File: src/rtl/mod_counter_pkg.sv
// Shared definitions for the modulus-N counter controller.
//   state_e : controller FSM states
//   MIN_MOD : smallest modulus the controller accepts
package mod_counter_pkg;

  typedef enum logic [1:0] {
    IDLE = 2'd0,
    RUN  = 2'd1,
    DONE = 2'd2
  } state_e;

  localparam int unsigned MIN_MOD = 2;

endpackage

File: src/rtl/mod_n_counter.sv
// Generic modulus-N up-counter: counts 0..n-1 and wraps to 0.
// Ports:
//   clk : rising-edge clock
//   rst : asynchronous active-low reset
//   en  : advance the count this cycle
//   clr : synchronous clear to 0 (wins over en)
//   n   : modulus
//   q   : current count
//   tc  : high when enabled and q == n-1 (the cycle that wraps)
module mod_n_counter #(
  parameter int unsigned WIDTH = 4
) (
  input  logic             clk,
  input  logic             rst,
  input  logic             en,
  input  logic             clr,
  input  logic [WIDTH-1:0] n,
  output logic [WIDTH-1:0] q,
  output logic             tc
);

  logic [WIDTH-1:0] q_q, q_d;

  assign tc = en & (q_q == (n - WIDTH'(1)));
  assign q  = q_q;

  always_comb begin
    q_d = q_q;
    if (clr) begin
      q_d = '0;
    end else if (en) begin
      q_d = tc ? '0 : q_q + WIDTH'(1);
    end
  end

  always_ff @(posedge clk or negedge rst) begin
    if (!rst) begin
      q_q <= '0;
    end else begin
      q_q <= q_d;
    end
  end

endmodule

File: src/rtl/mod_counter_ctrl.sv
// Run controller for a programmable modulus-N counter: on an accepted start it
// counts W complete wraps of 0..N-1, then pulses done. Supports pause, abort
// and a sticky config-error flag for rejected starts.
// Ports:
//   clk, rst          : clock, asynchronous active-low reset
//   cfg_mod, cfg_wraps: modulus N and wrap count W, sampled on accepted start
//   start, pause, abort: control inputs
//   q, tc             : counter value and terminal-count flag (tc is combinational)
//   wrap_cnt          : wraps completed in current/last run
//   busy, done, err   : running, one-cycle completion, sticky config error
module mod_counter_ctrl
  import mod_counter_pkg::*;
#(
  parameter int unsigned WIDTH = 4,
  parameter int unsigned CNT_W = 8
) (
  input  logic             clk,
  input  logic             rst,
  input  logic [WIDTH-1:0] cfg_mod,
  input  logic [CNT_W-1:0] cfg_wraps,
  input  logic             start,
  input  logic             pause,
  input  logic             abort,
  output logic [WIDTH-1:0] q,
  output logic             tc,
  output logic [CNT_W-1:0] wrap_cnt,
  output logic             busy,
  output logic             done,
  output logic             err
);

  localparam logic [WIDTH-1:0] MinMod = WIDTH'(MIN_MOD);

  state_e           state_q, state_d;
  logic [WIDTH-1:0] n_q, n_d;
  logic [CNT_W-1:0] w_q, w_d;
  logic [CNT_W-1:0] wrap_q, wrap_d;
  logic [CNT_W-1:0] wrap_inc;
  logic             err_q, err_d;
  logic             cfg_ok, accept, cnt_en, cnt_clr, cnt_tc;

  assign cfg_ok   = (cfg_mod >= MinMod) && (cfg_wraps != '0);
  assign accept   = (state_q == IDLE) && start && cfg_ok;
  // Abort outranks pause, which outranks counting.
  assign cnt_en   = (state_q == RUN) && !pause && !abort;
  assign cnt_clr  = accept || ((state_q == RUN) && abort);
  assign wrap_inc = wrap_q + CNT_W'(1);

  mod_n_counter #(
    .WIDTH(WIDTH)
  ) u_counter (
    .clk(clk),
    .rst(rst),
    .en (cnt_en),
    .clr(cnt_clr),
    .n  (n_q),
    .q  (q),
    .tc (cnt_tc)
  );

  always_comb begin
    state_d = state_q;
    n_d     = n_q;
    w_d     = w_q;
    wrap_d  = wrap_q;
    err_d   = err_q;
    unique case (state_q)
      IDLE: begin
        if (start) begin
          if (cfg_ok) begin
            n_d     = cfg_mod;
            w_d     = cfg_wraps;
            wrap_d  = '0;
            err_d   = 1'b0;
            state_d = RUN;
          end else begin
            err_d = 1'b1;
          end
        end
      end
      RUN: begin
        if (abort) begin
          state_d = IDLE;
        end else if (cnt_tc) begin
          wrap_d = wrap_inc;
          if (wrap_inc == w_q) begin
            state_d = DONE;
          end
        end
      end
      DONE: begin
        state_d = IDLE;
      end
      default: begin
        state_d = IDLE;
      end
    endcase
  end

  always_ff @(posedge clk or negedge rst) begin
    if (!rst) begin
      state_q <= IDLE;
      n_q     <= '0;
      w_q     <= '0;
      wrap_q  <= '0;
      err_q   <= 1'b0;
    end else begin
      state_q <= state_d;
      n_q     <= n_d;
      w_q     <= w_d;
      wrap_q  <= wrap_d;
      err_q   <= err_d;
    end
  end

  assign tc       = cnt_tc;
  assign wrap_cnt = wrap_q;
  assign busy     = (state_q == RUN);
  assign done     = (state_q == DONE);
  assign err      = err_q;

endmodule

File: config.mk
export PLATFORM = sky130hd
export DESIGN_NAME = mod_counter_ctrl
export DESIGN_NICKNAME = d
export VERILOG_FILES = /design/src/rtl/mod_counter_pkg.sv /design/src/rtl/mod_n_counter.sv /design/src/rtl/mod_counter_ctrl.sv
export SDC_FILE = /design/constraint.sdc
export NUM_CORES = 1
export LEC_CHECK = 0
export ABC_AREA = 1
export CORE_ASPECT_RATIO = 2
export CORE_MARGIN = 5
export CORE_UTILIZATION = 55
export DETAILED_ROUTE_END_ITERATION = 12
export HOLD_SLACK_MARGIN = 0.15
export PLACE_DENSITY = 0.8
export SLEW_MARGIN = 30
export SYNTH_ARGS = -nofsm -noshare
export SYNTH_HDL_FRONTEND = slang
export SYNTH_HIERARCHICAL = 1
export SYNTH_SLANG_ARGS = --single-unit
File: constraint.sdc
create_clock -name clk -period 5.4 [get_ports clk]
set_clock_uncertainty 0.1 [all_clocks]
set_input_delay 0.54 -clock clk [delete_from_list [all_inputs] [get_ports clk]]
set_output_delay 0.54 -clock clk [all_outputs]
set_load 0.01 [all_outputs]
==> Word level (Yosys, flattened, before mapping) <==
Index checks and enable logic that the tools add are counted.
{ "op_classes": {"addsub": 3, "order_cmp": 1, "eq_ne": 10, "muxes": 15, "bitwise": 1, "n_reduce_logical": 17} }
{ "ops": {"columns": ["operator", "n"], "rows": [
  ["$mux W8", 4],
  ["$pmux W8 S2", 1],
  ["$mux W4", 3],
  ["$mux W2", 5],
  ["$add A8 B1 Y8 const B", 1],
  ["$eq A8 B8 Y1", 1],
  ["$reduce_bool A8 Y1", 1],
  ["$logic_and A1 B1 Y1", 6],
  ["$ne A2 B2 Y1 const B", 3],
  ["$ne A3 B2 Y1 const B", 2],
  ["$reduce_and A5 Y1", 1],
  ["$add A4 B1 Y4 const B", 1],
  ["$eq A4 B4 Y1", 1],
  ["$ge A4 B2 Y1 const B", 1],
  ["$pmux W2 S2", 1],
  ["$reduce_and A4 Y1", 1],
  ["$reduce_bool A2 Y1", 2],
  ["$sub A4 B1 Y4 const B", 1],
  ["$reduce_and A3 Y1", 1],
  ["$eq A2 B1 Y1 const B", 1],
  ["$eq A2 B2 Y1 const B", 1],
  ["$logic_not A1 Y1", 2],
  ["$logic_not A2 Y1", 1],
  ["$ne A2 B1 Y1 const B", 1],
  ["other kinds (4)", 4]
]} }
{ "totals": {"ff_bits": 27, "input_bits": 17, "wordCells": 53} }

==> Longest topological paths before layout <==
{ "depth": {"word_depth": 7, "ltp_mapped": 19} }

==> Cells and area by module <==
Netlist, hierarchy kept.
{ "modules_own_cells": {"columns": ["mod", "n_inst", "cells_per_inst", "area_each_um2", "seq_area_each_um2"], "rows": [
  ["mod_counter_ctrl", 1, 183, 1297.5, 575.6],
  ["mod_n_counter", 1, 56, 360.3, 100.1]
]} }

==> Worst setup path after synthesis <==
Ideal clock, no wire load.
{ "synth_path": {"kind": "input to register", "from": "input abort", "to": "register state_q[0]", "setup_time_ns": 0.117, "arrival_time_ns": 2.018, "slack_ns": 3.165, "cell_stages": 18, "n_path_buf": 0, "path_cell_list": "nor3_1 inv_1 nor2_1 nand2_1 nor2_1 nand2_1 nor2_4 nand2_2 inv_1 inv_1 nor2_1 nand3_1 nor2_1 nand3_1 nor2_1 nand3_1 nand3_1 nand2_1"} }
{ "synth_via": {"elab_chain_cells": 5} }
{ "synth_rtl": {"columns": ["item", "line", "source"], "rows": [
  ["start: declaration", "mod_counter_ctrl.sv:23", "input logic abort,"],
  ["$logic_not A1 Y1", "mod_counter_ctrl.sv:45", "assign cnt_en = (state_q == RUN) && !pause && !abort;"],
  ["$logic_and A1 B1 Y1", "mod_counter_ctrl.sv:45", null],
  ["via cnt_en", "mod_counter_ctrl.sv:40", "logic cfg_ok, accept, cnt_en, cnt_clr, cnt_tc;"],
  ["$and A1 B1 Y1", "mod_n_counter.sv:24", "assign tc = en & (q_q == (n - WIDTH'(1)));"],
  ["via tc", "mod_counter_ctrl.sv:25", "output logic tc,"],
  ["$ne A3 B2 Y1 (no line)", null, null],
  ["$reduce_and A4 Y1 (no line)", null, null],
  ["end signal: assignment", "mod_counter_ctrl.sv:108", "state_q <= state_d;"],
  ["end: declaration", "mod_counter_ctrl.sv:34", "state_e state_q, state_d;"]
]} }
The timed path passes the listed nets, and every way through them passes these cells.
A chain may end at the register's enable or synchronous reset.

==> Worst setup path after layout <==
{ "layout_path": {"from": "input abort", "to": "output tc"} }
{ "layout_via": {"elab_chain_cells": 3} }
{ "layout_rtl": {"columns": ["item", "line"], "rows": [
  ["$logic_not A1 Y1", "mod_counter_ctrl.sv:45"],
  ["$logic_and A1 B1 Y1", "mod_counter_ctrl.sv:45"],
  ["via cnt_en", "mod_counter_ctrl.sv:40"],
  ["$and A1 B1 Y1", "mod_n_counter.sv:24"],
  ["end: declaration", "mod_counter_ctrl.sv:25"]
]} }
The timed path passes the listed nets, and every way through them passes these cells.

==> results.md <==
* Status: finished clean
* Register-to-Register Path Depth at 13
* DR vias/cell at 5.13
* Slew at the pin closest to its max-slew limit at 0.435 ns
* CP Launch Type: primary input
* Syn nets at 259
* Critical Path Fanout Max at 5
* Worst hold path class: reg2reg
* ANT nets after route at 0
* Final WS setup at 2.35 ns
* Power density over cell area at 390 nW/µm²
* CP Buf/Inv Count at 4
* Final net count at 294
* Synth warnings at 6
* Worst-skew pair later-pin latency at 0.28 ns
* Sequential cell area at 676 µm²
* Die Ht at 87.6 µm
* Multi-input logic area at 822 µm²
* Avg WL per Cell at 12.9 µm
* Critical Path RT at 4.76 ns
* Slew margin rel. at 0.709
* H-tree depth at 1
* Setup Viol. Count Final at 0
* First-pass GRT wire length at 6590 µm
* Mapped cell area at 1660 µm²
* Post-CTS setup buffers at 0
* CP Class: in2out
* Clk root buf: clkbuf_8
* Flop-to-flop setup slack at 3.09 ns
* Overall routed net length at 3900 µm
* CP Launch Point: abort
* Largest stage delay, worst path at 0.53 ns
* Post-Route Setup TNS at 0 ns
* Slew Limit Fails at 0
* Largest area contributor in the netlist: dfrtp_1
* RSZ-0062 raised after global routing: false
* Synth cell types at 23
* Initial core utilization at 0.563
* IR drop worst, VDD at 332 µV
* Clock network power share at 0.149
* Row count at 28
* Clock Path Buffers at 2
* Initial antenna violation count at 0
* CTS sink count at 27
* Most common cell after layout, fill and taps aside: nand2_1
* Final Util at 0.696
* Top post-synthesis cells by area: dfrtp_1 41%, nand2_1 19%, inv_1 7.2%, nand3_1 6.9%, nor2_1 5.4%
* Total iterations of the first detailed-routing run at 4
* CTS tree: built
* Overflow after GRT at 0
* CTS buffer count at 3
* Reg power frac at 0.418
* CP delay by family, top: buffers and inverters
* CP Depth at 11
* CP Cell Sequence: clkdlybuf4s50_1 -> nor3_1 -> inv_1 -> nor2_1 -> nand2_1 -> nor2_1 -> nand2_1 -> nor2_4 -> nand2_2 -> inv_1 -> clkdlybuf4s50_1
* Hold-fix buffers, CTS at 0
* Max Cap Viol at 0
* Routability Congestion at 0.818
* Most frequent cells in the layout: 85 x nand2_1, 32 x inv_1, 32 x clkdlybuf4s50_1, 27 x dfrtp_1, 24 x nor2_1
* Layout cells sized above 1 at 0.0623
* Max Clk Rate at 328 MHz
* Comb pwr share at 0.434
* Internal power at 466 µW
* R2r endpoint: wrap_cnt[6]
* Post-CTS Resized at 0
* Worst-path clk slew at 0.10 ns
* I/O pins at 33
* Post-layout min period at 3.05 ns
* Post-synthesis sequential area ratio at 0.408
* Largest net degree at the start of global routing at 28
* CP endpoint kind: output port
* Leak pwr at 0.994 nW
* Layout area overhead at 23.5%
* Worst setup endpoint: tc
* Crit share post-route at 0.565
* Crit path DAT at 2.41 ns
* Synth Area per Inst at 6.94 µm²
* Tot GR Track Use at 0.196
* Yosys top cell area share at 0.408
* Placed cell count at 299
* Die area at 4280 µm²
* Antenna cells at 0
* Number of fill cells at 252
* Worst r2r src: n_q[0]
* Number of global-route vias before repair at 1533
* Via Count at 1555
* Psw at 334 µW
* Total power at 800 µW
* DRT iter0 DRCs at 43
* Core area at 2940 µm²
* CP max-delay cell: clkdlybuf4s50_1
* Pre-CTS WS at 2.35 ns
* Die width at 48.8 µm
* Port bufs at 32
* Flop and latch count out of synthesis at 27
* DRC at 0
* Final Non-Filler Cells at 303
* Final Hold Fails at 0
* Synthesized instance count at 239
* DP HPWL at 3100 µm
* Sw Share at 0.417
cells in the mapped netlist:
master    number
nand2_1       85
inv_1         32
dfrtp_1       27
nor2_1        24
nand3_1       23
o21ai_0        9
nor2_4         5
o21ai_1        5
ha_1           3
inv_2          3
nand3b_1       3
nand4_1        3
xor2_1         3
a32o_1         2
buf_2          2
clkinv_1       2
nand2_2        2
a21oi_1        1
buf_6          1
nor2_2         1
nor3_1         1
o21ai_2        1
xnor2_1        1
metal layers:
metal / vias to the layer above / GRT usage / wire length [µm]
met1: 713 / 0.195 / 1390
met4: 0 / 0.0882 / 66
met3: 5 / 0.0187 / 115
met2: 32 / 0.393 / 2330
met5: - / 0 / 0
li1: 805 / - / -
stage by stage:
stage | hold WS (ns) | area, µm²
floorplan | 0.144 | 1660
global placement | 0.382 | 2000
detailed placement | 0.400 | 2000
CTS | 0.424 | 2050
global route | 0.469 | 2050
finish | 0.418 | 2050
cell families (layout without fill, tap and decap cells):
kind of cell,after synthesis,count (layout),share of synthesized area
DFF,27,27,0.408
and+or+nand+nor,147,147,0.389
adders and majority gates,3,3,0.0226
buffers and inverters,40,74,0.0966
AOI/OAI and AO/OA,18,18,0.0626
xor gates and xnor gates,4,4,0.0211
area by class of cell:
type	instances	area share
multi-input combinational	172	0.401
sequential	27	0.330
clock buffer	3	0.0202
inverter	37	0.0678
tap	30	0.0183
timing repair buffer	33	0.160
clock inverter	1	0.00244
worst register-to-register path, delay by kind of cell, from the launching register on:
kind | cells | cell delay (ns)
and+or+nand+nor | 6 | 0.70
DFF | 1 | 0.43
AOI/OAI and AO/OA | 2 | 0.41
adders and majority gates | 1 | 0.33
buffers and inverters | 4 | 0.22
power groups by stage:
stage / Clock, mW / Combinational (mW) / Sequential [mW]
floorplan: 0 / 0.240 / 0.324
global placement: 0 / 0.341 / 0.338
detailed placement: 0 / 0.349 / 0.339
CTS: 0.120 / 0.351 / 0.335
global route: 0.131 / 0.395 / 0.347
finish: 0.119 / 0.347 / 0.334
worst min-delay path by stage:
| stage | startpoint | cells after the start | end | slack (ns) |
|---|---|---|---|---|
| 3_5_place_dp | n_q[1] | 2 | n_q[1] | 0.40 |
| 2_1_floorplan | rst | 0 | err | 0.14 |
| 3_3_place_gp | n_q[1] | 2 | n_q[1] | 0.38 |
| 5_1_grt | n_q[1] | 2 | n_q[1] | 0.47 |
| 6_report | n_q[1] | 2 | n_q[1] | 0.42 |
| 4_1_cts | n_q[1] | 2 | n_q[1] | 0.42 |
state kept, by name, indices dropped and copies added (netlist names):
register,flops
n_q,4
state_q,2
wrap_cnt,8
w_q,8
err,1
u_counter/q,4
Power figures use the tool's default switching activity.
